===== src/rtl/byte_serial_add_ctrl.sv =====
// byte_serial_add_ctrl
// Multi-cycle DATA_W-bit adder that reuses one SLICE_W-bit ripple slice over
// NSLICE = DATA_W/SLICE_W cycles. The carry is registered between slices.
// Operands are taken with a valid/ready handshake, and the result is delivered
// the same way. The result stays held until the consumer takes it.

module byte_serial_add_ctrl #(
    parameter int DATA_W  = 32,
    parameter int SLICE_W = 8
) (
    input  logic              clk,
    input  logic              rst_n,
    input  logic              in_valid,
    output logic              in_ready,
    input  logic [DATA_W-1:0] a,
    input  logic [DATA_W-1:0] b,
    input  logic              cin,
    output logic              out_valid,
    input  logic              out_ready,
    output logic [DATA_W-1:0] sum,
    output logic              cout,
    output logic              busy
);

    localparam int NSLICE = DATA_W / SLICE_W;
    localparam int IDX_W  = (NSLICE > 1) ? $clog2(NSLICE) : 1;
    localparam logic [IDX_W-1:0] IDX_LAST = IDX_W'(NSLICE - 1);

    // A width that does not split evenly into slices cannot be sequenced.
    generate
        if ((DATA_W % SLICE_W) != 0) begin : g_bad_width
            $error("byte_serial_add_ctrl: DATA_W must be a multiple of SLICE_W");
        end
    endgenerate

    typedef enum logic [1:0] {
        ST_IDLE = 2'd0,
        ST_RUN  = 2'd1,
        ST_DONE = 2'd2
    } state_t;

    state_t              state_r;
    logic [IDX_W-1:0]    idx_r;
    logic                carry_r;
    logic [DATA_W-1:0]   opa_r;
    logic [DATA_W-1:0]   opb_r;
    logic [DATA_W-1:0]   sum_r;
    logic                cout_r;
    logic                out_valid_r;
    logic                busy_r;
    logic                in_ready_r;

    logic [SLICE_W-1:0]  slice_a_s;
    logic [SLICE_W-1:0]  slice_b_s;
    logic [SLICE_W-1:0]  slice_sum_s;
    logic [SLICE_W:0]    chain_s;
    logic                slice_cout_s;

    // One-bit full adder, returned as {carry, sum}.
    function automatic logic [1:0] fadder(input logic x, input logic y, input logic ci);
        return {((x & y) | (x & ci) | (y & ci)), (x ^ y ^ ci)};
    endfunction

    // Select the operand slice addressed by the current slice index.
    always_comb begin
        slice_a_s = opa_r[idx_r*SLICE_W +: SLICE_W];
        slice_b_s = opb_r[idx_r*SLICE_W +: SLICE_W];
    end

    // The shared slice: a SLICE_W-bit ripple of full adders fed by the carry register.
    always_comb begin
        chain_s     = '0;
        slice_sum_s = '0;
        chain_s[0]  = carry_r;
        for (int i = 0; i < SLICE_W; i++) begin
            {chain_s[i+1], slice_sum_s[i]} = fadder(slice_a_s[i], slice_b_s[i], chain_s[i]);
        end
        slice_cout_s = chain_s[SLICE_W];
    end

    // Control FSM: accept operands, step through the slices, then hold the result until it is taken.
    always_ff @(posedge clk or negedge rst_n) begin
        if (!rst_n) begin
            state_r     <= ST_IDLE;
            idx_r       <= '0;
            carry_r     <= 1'b0;
            opa_r       <= '0;
            opb_r       <= '0;
            sum_r       <= '0;
            cout_r      <= 1'b0;
            out_valid_r <= 1'b0;
            busy_r      <= 1'b0;
            in_ready_r  <= 1'b0;
        end else begin
            case (state_r)
                ST_IDLE: begin
                    in_ready_r <= 1'b1;
                    if (in_valid && in_ready_r) begin
                        opa_r      <= a;
                        opb_r      <= b;
                        carry_r    <= cin;
                        idx_r      <= '0;
                        sum_r      <= '0;
                        busy_r     <= 1'b1;
                        in_ready_r <= 1'b0;
                        state_r    <= ST_RUN;
                    end
                end
                ST_RUN: begin
                    sum_r[idx_r*SLICE_W +: SLICE_W] <= slice_sum_s;
                    carry_r <= slice_cout_s;
                    if (idx_r == IDX_LAST) begin
                        // The index stops at the last slice, so it never wraps.
                        cout_r      <= slice_cout_s;
                        out_valid_r <= 1'b1;
                        state_r     <= ST_DONE;
                    end else begin
                        idx_r <= idx_r + IDX_W'(1);
                    end
                end
                ST_DONE: begin
                    if (out_ready) begin
                        out_valid_r <= 1'b0;
                        busy_r      <= 1'b0;
                        in_ready_r  <= 1'b1;
                        state_r     <= ST_IDLE;
                    end
                end
                default: begin
                    state_r     <= ST_IDLE;
                    idx_r       <= '0;
                    carry_r     <= 1'b0;
                    out_valid_r <= 1'b0;
                    busy_r      <= 1'b0;
                    in_ready_r  <= 1'b0;
                end
            endcase
        end
    end

    assign in_ready  = in_ready_r;
    assign out_valid = out_valid_r;
    assign sum       = sum_r;
    assign cout      = cout_r;
    assign busy      = busy_r;

endmodule

===== config.mk =====
export PLATFORM = sky130hd
export DESIGN_NAME = byte_serial_add_ctrl
export DESIGN_NICKNAME = d
export VERILOG_FILES = /design/src/rtl/byte_serial_add_ctrl.sv
export SDC_FILE = /design/constraint.sdc
export NUM_CORES = 1
export LEC_CHECK = 0
export ABC_AREA = 0
export BUFFER_PORTS_ARGS = -buffer_cell sky130_fd_sc_hd__buf_2
export CAP_MARGIN = 20
export CORE_MARGIN = 5
export CORE_UTILIZATION = 35
export DETAILED_ROUTE_END_ITERATION = 7
export PLACE_DENSITY = 0.62
export SYNTH_ARGS = -nofsm -noshare
export SYNTH_HDL_FRONTEND = slang
export SYNTH_SLANG_ARGS = --single-unit

===== constraint.sdc =====
create_clock -name clk -period 6.2 [get_ports clk]
set_clock_uncertainty 0.15 [all_clocks]
set_input_delay 0.62 -clock clk [delete_from_list [all_inputs] [get_ports clk]]
set_output_delay 0.62 -clock clk [all_outputs]
set_load 0.05 [all_outputs]

==> results.txt <==
In the post-synthesis netlist, the biggest area contributors are sky130_fd_sc_hd__dfrtp_1 (56%), sky130_fd_sc_hd__mux2_2 (12%), sky130_fd_sc_hd__mux4_2 (7.7%). The tools report the kind of capture point of the worst setup path as a register. Vertical extent of the die: 126 um.

The worst register-to-register path begins at idx_r[0]$_DFFE_PN0P_. In this run the remaining antenna-violating nets after routing total 0. Number of vias per cell after detailed routing: 4.95. The data required time at the worst endpoint is 6270 ps. TritonCTS built the clock tree. Leaving out fill and tap cells, the most frequent cells in the layout are sky130_fd_sc_hd__dfrtp_1 (105), sky130_fd_sc_hd__buf_2 (103), sky130_fd_sc_hd__mux2_2 (50), sky130_fd_sc_hd__o2bb2ai_1 (26), sky130_fd_sc_hd__inv_1 (20). Once layout is done, the placed cells without fillers occupy 5750 um^2.

The routed layout has 2929 vias. Measured along the x axis, the die boundary spans 126 um. The region available for standard cell placement spans 13200 um^2.

In this run the tool buffered the top-level ports with 104 buffer cells. The flow ran to the end, and the final reports show no timing, DRC or antenna violations. In this run the worst path has a maximum fanout of 16. Once placement finished, the instance area stood at 5390 um^2. The number of nets handed over by synthesis was 387. Setup repair after global routing left no endpoint under its margin. The repair_antennas step left the layout with diodes totalling 0. The run gives 492 as the number of nets in the layout. The synthesized design spends more area on one cell type than any other, namely sky130_fd_sc_hd__dfrtp_1.

Per report_power, the combinational group accounts for 51.1% of the total. Classification of the worst-slack hold path: register to register. The kind of critical path was register to register. After filler insertion, the fill cell instance count of the layout stands at 1218.

In the finished design, the share of the clock period the worst path needs comes to 79.0%. Area of the die: 15900 um^2. Pin placement for this block handled 105 I/O pins.

In the synthesized netlist the dominant register cell turns out to be sky130_fd_sc_hd__dfrtp_1. Worst-case hold path end point: sum[24]$_DFFE_PN0P_. For the worst-skew pair, the clock arrives at the later sink with an insertion delay of 340 ps. For the total congestion overflow after global routing, the log shows 0. The logs give 1920 um^2 for the area of the multi-input gates and 1300 ps for the post-layout worst setup margin.

The wire length of the first global-routing pass is 17.3 mm, and the transition at the pin with the smallest max-transition slack is 1000 ps. On the worst path, the slowest cell contributes a delay of 810 ps. The clock sink count came out at 105. For this block, the routed nets add up to 10.6 mm of wire. In this run the cell area of the synthesized design comes to 4710 um^2. The analysis attributes to cell leakage a power of 2.69 nW. Data on the critical path arrives at its endpoint at 4980 ps.

The run gives 0.765 as the final estimated routing congestion in global placement. After floorplanning, the core was divided into 42 placement rows. In the routed design, unresolved DRC markers number 0.

Counting distinct cell types in the post-synthesis netlist gives 32. The post-route worst hold slack is 339 ps. The warning count from the yosys run is 0, and the CTS clock-pin slew for the worst setup and hold paths is 70 ps. The tools report the gate count after technology mapping as 306.

The logs give 0 for the initial antenna violation count and 55.8% for the sequential fraction of the synthesis area. Synthesis-to-layout area growth: 22.2%. The tools report the iteration-0 DRC count of the detailed router as 182.

For this configuration, the core starts out at a cell density of 35.7%. After detailed routing, the average wire length per cell comes to 17.9 um. The maximum clock insertion buffer count is 2. The reported net switching power was 0.00155 W; the post-route minimum period was 4900 ps. The run gives 8.09 mm as the detailed placer's ending HPWL. The area share of the leading cell type in the synthesized netlist was 55.8%; the global routing usage summed across all routing layers was 13.9%. OpenSTA, run right after detailed placement, puts the worst setup slack at 1300 ps.

The number of cells on the worst reg-to-reg path works out to 12. The worst setup path is launched from a register. Based on the critical path, the design can be clocked at up to 204 MHz.

The tools report the worst-case register-to-register setup slack as 1300 ps. The clock network burns 16.1% of the power. Final total negative setup slack: 0 ps. The tools report the master cell of the clock root buffer as sky130_fd_sc_hd__clkbuf_16. The proportion of power drawn by flip-flops and latches is 32.8%. Net switching is 41.4% of the power.

The maximum number of pins on one net before global-route repair is 85, and the fraction of final layout cells with drive strength greater than 1 is 49.5%. For the iteration count of the initial detailed-routing pass, the log shows 4. For the total count of hold-check failures in the final report, the log shows 0. The internal cell power was 0.00220 W. A synthesized cell averages 15.4 um^2. VDD sags by at most 269 uV.

In this run, synthesis produced a sequential element count of 105. The endpoint identified for the worst register-to-register timing path is sum[23]$_DFFE_PN0P_. Leaving out fill and tap cells, the most frequent cell in the layout is sky130_fd_sc_hd__dfrtp_1.

CTS built an H-tree with a depth of 3. The via count of the first global-routing pass was 3114. The total of endpoints with negative setup slack in the final report was 0; the power density relative to cell area was 653 nW/um^2. The number of maximum-capacitance violations is 0.

The number of clock buffers inserted by TritonCTS was 9. Standard cell with the maximum stage delay on the critical path: sky130_fd_sc_hd__dfrtp_1. In the final layout, flip-flops and latches occupy 2630 um^2. In the synthesized netlist the async set-or-reset flop fraction comes to 100%. The run gives 0 as the number of max-slew violations in the final report.

In this run the tightest slew margin relative to its limit is 33.3%. Cell count of the worst hold path: 1. The tools report the launch point of the worst hold path as sum[24]$_DFFE_PN0P_. Most repeated library cell on the critical path: sky130_fd_sc_hd__fa_1. The critical path goes through buf_4 > mux4_2 > inv_1 > fa_1 > fa_1 > fa_1 > fa_1 > fa_1 > fa_1 > inv_1 > fa_1 > a22o_1. Yosys mapped a number of flops with a built-in enable equal to 0. Once the clock tree was built, the setup fixing pass inserted 0 buffers.
-- synthesized netlist by cell type (2+ instances only) --
library cell	n
sky130_fd_sc_hd__inv_1	20
sky130_fd_sc_hd__nand3b_1	2
sky130_fd_sc_hd__nand2_1	6
sky130_fd_sc_hd__mux2_2	50
sky130_fd_sc_hd__fa_1	8
sky130_fd_sc_hd__o2bb2ai_1	26
sky130_fd_sc_hd__a21oi_1	2
sky130_fd_sc_hd__buf_6	2
sky130_fd_sc_hd__a22o_1	7
sky130_fd_sc_hd__nor2_1	5
sky130_fd_sc_hd__dfrtp_1	105
sky130_fd_sc_hd__buf_2	11
sky130_fd_sc_hd__a21oi_4	4
sky130_fd_sc_hd__clkbuf_1	2
sky130_fd_sc_hd__o21ai_0	3
sky130_fd_sc_hd__mux2_1	7
sky130_fd_sc_hd__mux4_2	16
sky130_fd_sc_hd__and3_1	2
sky130_fd_sc_hd__ha_1	4
sky130_fd_sc_hd__nand3_1	2
sky130_fd_sc_hd__nand2b_1	2
sky130_fd_sc_hd__mux2_4	10
-- state kept, by name, summed over array words and instances, names as in the netlist, 2 cells and up --
| signal | cells |
|---|---|
| opa_r | 32 |
| opb_r | 32 |
| sum | 32 |
| idx_r | 2 |
| state_r | 2 |
-- kinds of logic after synthesis --
group | count (synthesis) | share of synthesized area [%]
fa+ha+maj | 12 | 4.47
mux | 84 | 24.7
simple gates | 25 | 3.08
compound gates | 44 | 8.37
buf+inv | 36 | 3.56
flops | 105 | 55.8
-- final cells by class --
cell class,instances,area share (%)
inverters,20,1.31
clock buffers,11,4.22
multi-input cells,165,33.3
repair buffers,110,10.3
flip-flops and latches,105,45.7
clock inverters,5,1.37
well taps,176,3.83
-- metal layers --
layer	GRT usage, %	wire (um)	up-vias
met5	0	0	-
met4	3.60	133	0
met3	4.11	624	11
met2	22.3	5060	92
met1	18.6	4760	1484
li1	-	-	1342
-- stage by stage --
stage	std cells	util (%)	power, W
floorplan	306	-	0.00266
global placement	574	40.9	0.00313
detailed placement	574	40.9	0.00318
CTS	591	43.4	0.00380
global route	592	43.6	0.00401
finish	592	43.6	0.00376
-- timing repair --
item / 4_1_cts / 5_1_grt
setup endpoints to repair: 0 / 0
hold buffers: 1 / 0
resized for setup: 0 / 0
endpoints found under the hold margin: 2 / 0
-- power groups by stage --
| stage | Combinational [W] | Clock [W] | Sequential (W) |
|---|---|---|---|
| 2_1_floorplan | 0.00123 | 0 | 0.00143 |
| 3_3_place_gp | 0.00188 | 0 | 0.00125 |
| 3_5_place_dp | 0.00193 | 0 | 0.00125 |
| 4_1_cts | 0.00194 | 0.000626 | 0.00124 |
| 5_1_grt | 0.00208 | 0.000651 | 0.00128 |
| 6_report | 0.00192 | 0.000606 | 0.00123 |
-- how the worst max path moves through the flow --
stage                     endpoint                  from  depth (start not counted)  slack [ps]
2_1_floorplan  sum[15]$_DFFE_PN0P_  idx_r[1]$_DFFE_PN0P_                         14        1660
3_3_place_gp   sum[15]$_DFFE_PN0P_  idx_r[0]$_DFFE_PN0P_                         12        1390
3_5_place_dp    sum[7]$_DFFE_PN0P_  idx_r[0]$_DFFE_PN0P_                         12        1300
4_1_cts        sum[23]$_DFFE_PN0P_  idx_r[0]$_DFFE_PN0P_                         12        1270
5_1_grt        sum[23]$_DFFE_PN0P_  idx_r[0]$_DFFE_PN0P_                         12        1080
6_report       sum[23]$_DFFE_PN0P_  idx_r[0]$_DFFE_PN0P_                         12        1300
-- worst max-delay path: cells and delay by family (launching register included) --
family / cells / cell delay (ps)
fa+ha+maj: 7 / 2860
mux: 1 / 250
compound gates: 1 / 230
buf+inv: 3 / 480
flops: 1 / 810
Note: power is estimated with default switching activity, not from simulation.
